### src/rtl/spu_ma_pkg.sv
// Shared constants for the SPU modular-arithmetic LSU request arbiter.
package spu_ma_pkg;

   localparam int SPU_MA_MAX_ST_OUTST = 4;
   localparam int SPU_MA_CNT_W        = 3;

   typedef enum logic {
      SPU_MA_REQ_LD = 1'b0,
      SPU_MA_REQ_ST = 1'b1
   } spu_ma_req_e;

endpackage

### src/rtl/spu_malsu_cntr.sv
// Saturating up/down counter; registered count, same-cycle inc+dec cancel.
// Underflow is a combinational flag raised when a lone dec arrives at zero.
module spu_malsu_cntr #(
   parameter int W   = 3,
   parameter int MAX = 4
) (
   input  logic         clk,
   input  logic         rst_l,
   input  logic         inc,
   input  logic         dec,
   output logic [W-1:0] cnt,
   output logic         underflow
);

   logic [W-1:0] cnt_q, cnt_d;

   always_comb begin
      cnt_d     = cnt_q;
      underflow = 1'b0;
      if (inc && !dec) begin
         if (cnt_q != W'(MAX)) cnt_d = cnt_q + W'(1);
      end else if (dec && !inc) begin
         if (cnt_q == '0) underflow = 1'b1;
         else             cnt_d     = cnt_q - W'(1);
      end
   end

   always_ff @(posedge clk) begin
      if (!rst_l) cnt_q <= '0;
      else        cnt_q <= cnt_d;
   end

   assign cnt = cnt_q;

endmodule

### src/rtl/spu_malsu_arb.sv
// Round-robin share of the SPU->LSU port between MA load and store sequencers.
// Grant is combinational, LSU request 1 cycle later; stores capped, one load in flight, abort blocks grants.
module spu_malsu_arb
   import spu_ma_pkg::*;
#(
   parameter int MAX_ST_OUTST = SPU_MA_MAX_ST_OUTST,
   parameter int CNT_W        = SPU_MA_CNT_W
) (
   input  logic             rclk,
   input  logic             rst_l,
   input  logic             se,
   input  logic             mald_req,
   input  logic             mast_req,
   input  logic             ma_abort,
   input  logic             lsu_spu_ld_ack,
   input  logic             lsu_spu_st_ack,
   output logic             mald_gnt,
   output logic             mast_gnt,
   output logic             spu_lsu_ldreq,
   output logic             spu_lsu_streq,
   output logic [CNT_W-1:0] st_outst_cnt,
   output logic             ld_busy,
   output logic             all_drained,
   output logic             ack_err
);

   spu_ma_req_e      last_winner_q, last_winner_d;
   logic             ldreq_q, ldreq_d;
   logic             streq_q, streq_d;
   logic             ld_busy_q, ld_busy_d;
   logic             ack_err_q, ack_err_d;
   logic             ld_elig, st_elig, st_room;
   logic             st_underflow;
   logic [CNT_W:0]   st_eff;
   logic             unused_se;

   assign unused_se = se;

   // A store granted last cycle is not in the count yet, so reserve its slot here.
   assign st_eff  = {1'b0, st_outst_cnt} + {{CNT_W{1'b0}}, streq_q};
   assign st_room = (st_eff < (CNT_W+1)'(MAX_ST_OUTST));

   always_comb begin
      ld_elig  = mald_req & ~ld_busy_q & ~ma_abort & ~ldreq_q;
      st_elig  = mast_req & st_room & ~ma_abort;
      mald_gnt = rst_l & ld_elig & (~st_elig | (last_winner_q == SPU_MA_REQ_ST));
      mast_gnt = rst_l & st_elig & (~ld_elig | (last_winner_q == SPU_MA_REQ_LD));

      last_winner_d = last_winner_q;
      if (mald_gnt)      last_winner_d = SPU_MA_REQ_LD;
      else if (mast_gnt) last_winner_d = SPU_MA_REQ_ST;

      ldreq_d = mald_gnt;
      streq_d = mast_gnt;

      // An ack always wins over a same-cycle set; the error flag catches that case.
      ld_busy_d = ld_busy_q;
      if (lsu_spu_ld_ack) ld_busy_d = 1'b0;
      else if (ldreq_q)   ld_busy_d = 1'b1;

      ack_err_d = ack_err_q | (lsu_spu_ld_ack & ~ld_busy_q) | st_underflow;
   end

   always_ff @(posedge rclk) begin
      if (!rst_l) begin
         last_winner_q <= SPU_MA_REQ_ST;
         ldreq_q       <= 1'b0;
         streq_q       <= 1'b0;
         ld_busy_q     <= 1'b0;
         ack_err_q     <= 1'b0;
      end else begin
         last_winner_q <= last_winner_d;
         ldreq_q       <= ldreq_d;
         streq_q       <= streq_d;
         ld_busy_q     <= ld_busy_d;
         ack_err_q     <= ack_err_d;
      end
   end

   spu_malsu_cntr #(
      .W   (CNT_W),
      .MAX (MAX_ST_OUTST)
   ) u_st_cntr (
      .clk       (rclk),
      .rst_l     (rst_l),
      .inc       (streq_q),
      .dec       (lsu_spu_st_ack),
      .cnt       (st_outst_cnt),
      .underflow (st_underflow)
   );

   assign spu_lsu_ldreq = ldreq_q;
   assign spu_lsu_streq = streq_q;
   assign ld_busy       = ld_busy_q;
   assign ack_err       = ack_err_q;
   assign all_drained   = (st_outst_cnt == '0) & ~ld_busy_q & ~ldreq_q & ~streq_q;

endmodule

### config.mk
export PLATFORM = sky130hd
export DESIGN_NAME = spu_malsu_arb
export DESIGN_NICKNAME = d
export VERILOG_FILES = /design/src/rtl/spu_ma_pkg.sv /design/src/rtl/spu_malsu_cntr.sv /design/src/rtl/spu_malsu_arb.sv
export SDC_FILE = /design/constraint.sdc
export NUM_CORES = 1
export LEC_CHECK = 0
export ABC_AREA = 1
export CORE_AREA = 5 5 42 44
export DETAILED_ROUTE_END_ITERATION = 16
export DIE_AREA = 0 0 47 49
export GPL_TIMING_DRIVEN = 0
export PLACE_DENSITY_LB_ADDON = 0.08
export SLEW_MARGIN = 20
export SYNTH_ARGS = -nofsm -noshare
export SYNTH_HDL_FRONTEND = slang
export SYNTH_HIERARCHICAL = 1
export SYNTH_SLANG_ARGS = --single-unit
### constraint.sdc
create_clock -name rclk -period 4 [get_ports rclk]
set_input_delay 0.4 -clock rclk [delete_from_list [all_inputs] [get_ports rclk]]
set_output_delay 0.4 -clock rclk [all_outputs]
set_load 0.005 [all_outputs]
==> impl_metrics.json <==
{
  "status": "complete, no violations",
  "async_flop_share": 0,
  "synth_warnings": 6,
  "hold_slack_ns": 0.481,
  "path_cells": "clkdlybuf4s50_1 -> inv_1 -> nor2_2 -> nand2_1 -> inv_1 -> clkdlybuf4s50_1",
  "synth_common_cells": "nand2_1, inv_1, nor2_1, dfxtp_1",
  "synth_top_area_frac": 0.326,
  "min_period_over_period": 0.554,
  "n_antenna_cell": 0,
  "yosysSeqAreaShare": 0.326,
  "wl_per_cell_um": 9.72,
  "final_max_slew_viol_count": 0,
  "num_vias": 498,
  "wl_met2_um": 490,
  "clk_latency_ns": 0.25,
  "cts-htree-levels": 1,
  "synth_edf_count": 0,
  "ir_drop_uv": 232,
  "post_cts_resized": 0,
  "root_buffer": "clkbuf_4",
  "cts_setup_buffers": 0,
  "drive_gt1_frac": 0.117,
  "worstPathRequired_ns": 3.60,
  "antenna_found_initial": 0,
  "hpwl_um": 885,
  "die_h_um": 49,
  "synth.avg_cell_area_um2": 6.56,
  "setup_violations": 0,
  "routed_wl_um": 1070,
  "syn-num-nets": 87,
  "drtIter0Drc": 4,
  "period_minus_slack_ns": 2.22,
  "slowest_delay_ns": 0.58,
  "setup_tns_ns": 0,
  "synth_ff_type": "dfxtp_1",
  "pin_count": 18,
  "clk_path_buf_depth": 2,
  "clkTransAtPathRegs_ns": 0.05,
  "synth_cells": 75,
  "grt_pass1_wl_um": 1900,
  "rows": 14,
  "powerDensity_nw_per_um2": 504,
  "final-hold-violation-count": 0,
  "detail_route.vias_per_cell": 4.53,
  "fin_cells": 110,
  "ys_ff_latch": 8,
  "p_leak_nw": 0.347,
  "crit_fanout": 6,
  "max-cap-violations": 0,
  "worst_ep_arrival_time_ns": 1.82,
  "cts_hold_buffers": 0,
  "synth.most_common_cell": "nand2_1",
  "synth_area_leader_cell": "dfxtp_1",
  "numPortBuffers": 16,
  "die_area_um2": 2300,
  "syn_area_um2": 492,
  "post-place-cells": 107,
  "start_util": 0.351,
  "syn_to_final_growth_pct": 41.2,
  "drt_pass1_iterations": 4,
  "cts_tree": "yes",
  "core_area_um2": 1400,
  "slowest_stage": "clkdlybuf4s50_1",
  "ant_nets": 0,
  "grt_pass1_vias": 459,
  "grt-ovfl-total": 0,
  "max_slew_margin": 0.809,
  "rsz0062_at_grt": "false",
  "nets": 108,
  "die_w_um": 47,
  "setup.worst_path.start_class": "input pin",
  "wl_met1_um": 485,
  "wl_met3_um": 69,
  "cts-buffers-inserted": 3,
  "critPathTopFamily": "buffers and inverters",
  "tightest_slew_ns": 0.286,
  "path_class": "in -> out",
  "synth_cell_types": 16,
  "fmax_mhz": 451,
  "grt_max_degree": 9,
  "grtUsageTotal": 0.113,
  "synth_area_leaders": "dfxtp_1, nand2_1, ha_1",
  "remaining_drc_errors": 0,
  "gp_congestion": 0.759,
  "critPathCaptureType": "output pin",
  "min-delay-path-class": "reg -> reg",
  "cts.sinks": 8,
  "clock_skew_ns": 0.00134,
  "crit_buf_inv": 4,
  "highest_layer": "met4"
}
-- layout by cell type, fill, tap and decap left out --
master / instances
nor3_1: 2
dfxtp_1: 8
nor2_1: 12
xnor2_1: 1
nand4_1: 2
clkbuf_4: 3
o21ai_0: 1
a21oi_1: 4
inv_1: 12
nand3_1: 3
nand3_2: 1
clkdlybuf4s50_1: 16
ha_1: 4
nor2_2: 2
nand3b_1: 1
nand2_1: 17
nand2_2: 3
inv_2: 2
-- metal layers --
metal,GRT usage,vias to the layer above
met5,0,-
met4,0.0691,0
met3,0.0258,4
met2,0.165,13
met1,0.143,209
li1,-,272
-- final cells by class --
cell class / count / area [um2]
clock buffers: 3 / 22.5
fillers: 155 / 707
inverters: 14 / 52.6
multi-input cells: 53 / 279
flip-flops and latches: 8 / 160
well taps: 16 / 20.0
repair buffers: 16 / 160
-- flip-flops by register name, indices dropped and copies added, names as in the netlist --
name and cells:
spu_lsu_ldreq 1, ack_err 1, u_st_cntr/cnt 3, ld_busy 1, last_winner_q 1, spu_lsu_streq 1
-- stage by stage --
| stage | util | cell area [um2] | setup WS [ns] | power [mW] |
|---|---|---|---|---|
| finish | 0.496 | 694 | 1.78 | 0.350 |
| detailed placement | 0.479 | 672 | 1.77 | 0.290 |
| CTS | 0.496 | 694 | 1.76 | 0.355 |
| global route | 0.496 | 694 | 1.66 | 0.386 |
| global placement | 0.479 | 672 | 1.77 | 0.290 |
| floorplan | - | 492 | 2.61 | 0.219 |
-- cell families after synthesis --
group,after synthesis,synth area share
AND/OR/NAND/NOR,43,0.397
buffers and inverters,14,0.107
flip-flops,8,0.326
AO/OA/AOI/OAI,5,0.0509
adder cells (fa/ha/maj),4,0.102
XOR/XNOR,1,0.0178
-- final timing paths --
| kind | start | to | slack, ns | depth (start not counted) |
|---|---|---|---|---|
| max | rst_l | mald_gnt | 1.78 | 6 |
| min | last_winner_q$_SDFFE_PN1P_ | last_winner_q$_SDFFE_PN1P_ | 0.48 | 2 |
| max reg2reg | spu_lsu_streq$_SDFF_PN0_ | u_st_cntr/cnt[1]$_SDFFE_PN0P_ | 2.56 | 6 |
| min reg2reg | last_winner_q$_SDFFE_PN1P_ | last_winner_q$_SDFFE_PN1P_ | 0.48 | 2 |
-- worst min-delay path, stage by stage (launching register included) --
cell and delay, ns:
dfxtp_1 0.32, nand2_1 0.05, nand3_1 0.07
-- power by group --
group          internal (mW)  total, mW  switching, mW  leakage, nW
logic                 0.0890      0.166         0.0774        0.267
registers             0.0952      0.120         0.0251       0.0659
clock network         0.0344     0.0632         0.0288       0.0138
total                  0.219      0.350          0.131        0.347
No activity file was read; power rests on OpenSTA's default activity.
